--- src/rtl/open_avr_mem_pkg.sv ---
// Shared definitions for the data-memory front-end: default SRAM window,
// data-space address width, requester port ids and the window decode helper.
package open_avr_mem_pkg;

  localparam int unsigned  DATA_ADDR_W       = 16;
  localparam int unsigned  RAM_WIDTH_DEFAULT = 9;
  localparam logic [15:0]  RAM_BASE_DEFAULT  = 16'h0060;

  // Requester identity, also used to tag the in-flight response
  typedef enum logic {
    PORT_A = 1'b0,
    PORT_B = 1'b1
  } port_id_e;

  // True when addr lands inside [base, base + 2**width); the subtraction is done
  // one bit wider than the address so an address below base can never wrap into range
  function automatic logic in_window(input logic [DATA_ADDR_W-1:0] addr,
                                     input logic [DATA_ADDR_W-1:0] base,
                                     input int unsigned            width);
    logic [DATA_ADDR_W:0] off;
    logic [DATA_ADDR_W:0] span;
    off  = {1'b0, addr} - {1'b0, base};
    span = {{DATA_ADDR_W{1'b0}}, 1'b1} << width;
    return (addr >= base) && (off < span);
  endfunction

endpackage

--- src/rtl/ram_rr_arb2.sv ---
// Two-way round-robin arbiter with a lock that lets requester A keep the port
// across a read-modify-write. Holds the round-robin pointer and the lock flag.
import open_avr_mem_pkg::*;

module ram_rr_arb2 (
  input  logic       clk,
  input  logic       rst_n,
  input  logic [1:0] req_i,
  input  logic       lock_i,
  output logic [1:0] gnt_o
);

  port_id_e prio_q, prio_d;
  logic     lockHold_q, lockHold_d;
  logic [1:0] gntRaw;

  // State register: pointer starts on A, no lock held
  always_ff @(posedge clk or negedge rst_n) begin
    if (!rst_n) begin
      prio_q     <= PORT_A;
      lockHold_q <= 1'b0;
    end else begin
      prio_q     <= prio_d;
      lockHold_q <= lockHold_d;
    end
  end

  // Next state: pointer moves to the loser of each grant, lock follows A's grants only
  always_comb begin
    prio_d     = prio_q;
    lockHold_d = lockHold_q;
    if (gntRaw[0]) begin
      prio_d     = PORT_B;
      lockHold_d = lock_i;
    end else if (gntRaw[1]) begin
      prio_d     = PORT_A;
    end
  end

  // Grant decode: a held lock shuts B out entirely; grants are suppressed during reset
  always_comb begin
    gntRaw = 2'b00;
    if (lockHold_q) begin
      gntRaw = {1'b0, req_i[0]};
    end else begin
      case (req_i)
        2'b01:   gntRaw = 2'b01;
        2'b10:   gntRaw = 2'b10;
        2'b11:   gntRaw = (prio_q == PORT_A) ? 2'b01 : 2'b10;
        default: gntRaw = 2'b00;
      endcase
    end
    gnt_o = rst_n ? gntRaw : 2'b00;
  end

endmodule

--- src/rtl/ram_port_arbiter.sv ---
// Front-end of the single-port data SRAM: arbitrates the CPU (A) and debug/DMA (B)
// byte ports, maps data-space addresses onto SRAM offsets, rejects accesses outside
// the window and routes the one-cycle-late read data back to the requesting port.
import open_avr_mem_pkg::*;

module ram_port_arbiter #(
  parameter int unsigned ram_width = RAM_WIDTH_DEFAULT,
  parameter logic [15:0] ram_base  = RAM_BASE_DEFAULT
) (
  input  logic                 clk,
  input  logic                 rst_n,
  input  logic                 a_req_i,
  input  logic                 a_we_i,
  input  logic [15:0]          a_addr_i,
  input  logic [7:0]           a_wdata_i,
  input  logic                 a_lock_i,
  output logic                 a_gnt_o,
  output logic                 a_rvalid_o,
  output logic [7:0]           a_rdata_o,
  output logic                 a_err_o,
  input  logic                 b_req_i,
  input  logic                 b_we_i,
  input  logic [15:0]          b_addr_i,
  input  logic [7:0]           b_wdata_i,
  output logic                 b_gnt_o,
  output logic                 b_rvalid_o,
  output logic [7:0]           b_rdata_o,
  output logic                 b_err_o,
  output logic                 ram_re_o,
  output logic                 ram_we_o,
  output logic [ram_width-1:0] ram_addr_o,
  output logic [7:0]           ram_wdata_o,
  input  logic [7:0]           ram_rdata_i
);

  logic [1:0]  gnt;
  logic        granted;
  port_id_e    winner;
  logic        selWe;
  logic [15:0] selAddr;
  logic [7:0]  selWdata;
  logic [16:0] offset;
  logic        inWindow;

  logic        rspValid_q, rspValid_d;
  port_id_e    rspPort_q, rspPort_d;
  logic        rspErr_q, rspErr_d;

  ram_rr_arb2 u_arb (
    .clk    (clk),
    .rst_n  (rst_n),
    .req_i  ({b_req_i, a_req_i}),
    .lock_i (a_lock_i),
    .gnt_o  (gnt)
  );

  assign a_gnt_o = gnt[0];
  assign b_gnt_o = gnt[1];

  // Steer the winning port onto the SRAM and decode its address against the window
  always_comb begin
    granted  = |gnt;
    winner   = gnt[1] ? PORT_B : PORT_A;
    selWe    = (winner == PORT_B) ? b_we_i    : a_we_i;
    selAddr  = (winner == PORT_B) ? b_addr_i  : a_addr_i;
    selWdata = (winner == PORT_B) ? b_wdata_i : a_wdata_i;
    offset   = {1'b0, selAddr} - {1'b0, ram_base};
    inWindow = in_window(selAddr, ram_base, ram_width);
    ram_re_o    = granted && inWindow && !selWe;
    ram_we_o    = granted && inWindow && selWe;
    ram_addr_o  = offset[ram_width-1:0];
    ram_wdata_o = selWdata;
  end

  // Decide whether this grant owes its port a response next cycle; in-window writes do not
  always_comb begin
    rspValid_d = granted && (!inWindow || !selWe);
    rspPort_d  = winner;
    rspErr_d   = !inWindow;
  end

  // One-deep response tag; reset drops anything in flight
  always_ff @(posedge clk or negedge rst_n) begin
    if (!rst_n) begin
      rspValid_q <= 1'b0;
      rspPort_q  <= PORT_A;
      rspErr_q   <= 1'b0;
    end else begin
      rspValid_q <= rspValid_d;
      rspPort_q  <= rspPort_d;
      rspErr_q   <= rspErr_d;
    end
  end

  // Return SRAM data (or a zero error reply) to whichever port was granted last cycle
  always_comb begin
    a_rvalid_o = rspValid_q && (rspPort_q == PORT_A);
    b_rvalid_o = rspValid_q && (rspPort_q == PORT_B);
    a_err_o    = a_rvalid_o && rspErr_q;
    b_err_o    = b_rvalid_o && rspErr_q;
    a_rdata_o  = (a_rvalid_o && !rspErr_q) ? ram_rdata_i : 8'h00;
    b_rdata_o  = (b_rvalid_o && !rspErr_q) ? ram_rdata_i : 8'h00;
  end

endmodule
--- config.mk ---
export PLATFORM = sky130hd
export DESIGN_NAME = ram_port_arbiter
export DESIGN_NICKNAME = d
export VERILOG_FILES = /design/src/rtl/open_avr_mem_pkg.sv /design/src/rtl/ram_rr_arb2.sv /design/src/rtl/ram_port_arbiter.sv
export SDC_FILE = /design/constraint.sdc
export NUM_CORES = 1
export LEC_CHECK = 0
export ABC_AREA = 1
export BUFFER_PORTS_ARGS = -buffer_cell sky130_fd_sc_hd__buf_2
export CAP_MARGIN = 30
export CORE_UTILIZATION = 34
export CTS_CLUSTER_SIZE = 28
export DETAILED_ROUTE_END_ITERATION = 10
export PLACE_DENSITY = 0.91
export SETUP_SLACK_MARGIN = 0.5
export SYNTH_ARGS = -nofsm -noshare
export SYNTH_HDL_FRONTEND = slang
export SYNTH_SLANG_ARGS = --single-unit
--- constraint.sdc ---
create_clock -name clk -period 3.02 [get_ports clk]
set_input_delay 0.604 -clock clk [delete_from_list [all_inputs] [get_ports clk]]
set_output_delay 0.604 -clock clk [all_outputs]
set_load 0.01 [all_outputs]
==> metrics <==
share of Yosys cell area claimed by the top area cell type 34.3%; First-pass DRT Iterations 4; worst hold slack 0.409 ns; clk slew on worst S/H paths 0.05 ns; Critical Path Fanout Max 4; register area share after synthesis 13.3%; die area 2980 µm²; Synth Area in Compound Gates 2.53%; GRT Overall Usage 23.8%; first-pass GRT wire length 5120 µm; area leader, netlist nand2_1; I/O pin count 104; number of cell rows 18; Pleak 1.19 nW; Tot Pwr 535 µW; crit start category input port; Final Critical Period 2.68 ns; Hold Vio Cnt, Final 0; largest net degree at the start of global routing 17; CORE AREA 2540 µm²; Mapped Area 941 µm²; Final period util 88.8%; routed vias 1617; Routed Antenna Nets 0; DRC violations left 0; area of the multi-input gates 753 µm²; Worst setup EP type primary output; total grt overflow 0; Max IR drop VDD 0.000282 V; unrepaired setup endpoints after global routing yes; post-synthesis instance total 188; synthesis-to-finish area growth 90.4%; H-tree levels 1; Worst-Skew Late Latency 0.24 ns; adder-cell share of the synthesized area 1.33%; root buffer cell clkbuf_4; Slew HR 83.4%; final setup vio count 0; Worst-Margin Slew 0.247 ns; fill count 231; distinct cell type count after synthesis 24; largest family of logic cells by synthesized area simple AND/OR/NAND/NOR gates; CTS tree yes; Tightest Hold Check Type in2async; die width 54.6 µm; Setup TNS Final 0 ns; Slew Limit Fails 0; vias in the first global route 1311; drt total wl 3640 µm; WP data required 2.42 ns; Post-synth EDFFs 0; list of most frequent post-synthesis cells nand2_1 (86), inv_1 (26), nor2_1 (26); hold buffer count at cts 0; Avg WL per Cell 10.7 µm; clock buffer depth 2; initial antenna violation count 0; WP data arrival 2.08 ns; total of max-cap violations 0; Reg area 125 µm²; Synth area leaders nand2_1 (34%), dfrtp_1 (13%), inv_1 (10%), nor2_1 (10%), nand4_1 (8.6%); pwr dens 299 nW/µm²; YS warnings 0; clk_skew 0.0113 ns; post-synthesis xor/xnor area fraction 1.86%; WS Path Type in2out; via/cell ratio 4.77; mux contribution to synthesized area 1.20%; dpl hpwl 2450 µm; Synth async-reset ratio 100%; count leader, synth nand2_1; post-synthesis simple-gate area fraction 63.6%; layout cell share with drive strength beyond 1 51.5%; nets@finish 374; Chip Height 54.6 µm; gpl congestion 0.849; clk sinks 5; 1st-iter DRT viols 21; Mean Syn Cell Area 5.00 µm²; Initial Util 37.0%; FMAX 373 MHz; Mapped Nets 252; number of CTS-inserted buffers 3; # port buffers 103; Seq cells post-synth 5; diodes inserted 0; ys flop type dfrtp_1; outcome finished, final reports clean
report_power, final:
part / total, mW / internal (mW) / leakage [nW] / switching, mW
Clock: 0.0772 / 0.0499 / 0.0150 / 0.0273
Combinational: 0.370 / 0.171 / 1.11 / 0.199
Sequential: 0.0879 / 0.0800 / 0.0581 / 0.00784
Total: 0.535 / 0.301 / 1.19 / 0.234
worst paths after layout:
check	slack, ns	cells past startpoint	startpoint	endpoint
setup / recovery	0.34	17	b_req_i	ram_re_o
hold / removal	0.41	2	rst_n	u_arb.prio_q
setup reg to reg	1.22	13	u_arb.lockHold_q	rspErr_q
hold reg to reg	0.58	1	u_arb.lockHold_q	u_arb.lockHold_q
max in group asynchronous	2.48	2	rst_n	rspPort_q
min in group clk	0.58	1	u_arb.lockHold_q	u_arb.lockHold_q
critical path: stages:
cell	delay [ns]
buf_6	0.07
inv_4	0.03
nor2_4	0.14
nand3_4	0.11
buf_6	0.15
buf_4	0.13
nand2_1	0.05
nand2_1	0.08
nor2_2	0.14
nand2_1	0.08
nand2_1	0.07
clkinv_1	0.07
nand2_2	0.09
nor2_4	0.04
inv_2	0.06
nor2_2	0.03
buf_2	0.13
logic make-up after synthesis:
family | after synthesis
AND/OR/NAND/NOR | 140
buffers and inverters | 35
XOR/XNOR | 2
adder cells (fa/ha/maj) | 1
AO/OA/AOI/OAI | 4
flip-flops | 5
multiplexers | 1
cell type report:
class	instances	share of cell area (%)
Timing Repair Buffer	124	41.4
Sequential cell	5	6.98
Clock buffer	4	1.47
Inverter	28	6.01
Tap cell	30	2.09
Multi-Input combinational cell	148	42.0
stage by stage:
stage	std cells	utilization [%]	instance area (µm²)	setup slack, ns
CTS	337	67.8	1730	0.350
floorplan	188	-	981	0.503
finish	339	70.4	1790	0.337
global route	339	70.4	1790	0.223
global placement	320	60.2	1530	0.274
detailed placement	320	60.2	1530	0.225
registers in the layout, summed over array words and instances, names as in the netlist:
register / count
u_arb.prio_q: 1
rspPort_q: 1
u_arb.lockHold_q: 1
rspValid_q: 1
rspErr_q: 1
placed cells by master, fill, tap and decap left out, types with 2 or more instances in the layout:
| cell | n |
|---|---|
| buf_2 | 101 |
| buf_4 | 14 |
| buf_6 | 7 |
| clkbuf_4 | 3 |
| dfrtp_1 | 5 |
| inv_1 | 23 |
| inv_2 | 3 |
| nand2_1 | 76 |
| nand2_2 | 10 |
| nand2_4 | 5 |
| nand3_1 | 3 |
| nand4_1 | 13 |
| nor2_1 | 22 |
| nor2_2 | 6 |
| nor2_4 | 2 |
| o21ai_0 | 2 |
| xor2_1 | 2 |
layer usage:
metal	global-route usage, %	part of all wire (%)
met1	25.9	37
met2	43.2	49
met3	3.06	8.8
met4	13.7	5.2
met5	0	0
what timing repair did:
item	4_1_cts	5_1_grt
cloned	1	0
buffers inserted	12	2
gates resized for setup	13	17
endpoints found under the setup margin	2	3
pin swaps	11	16
No activity file was read; power rests on OpenSTA's default activity.
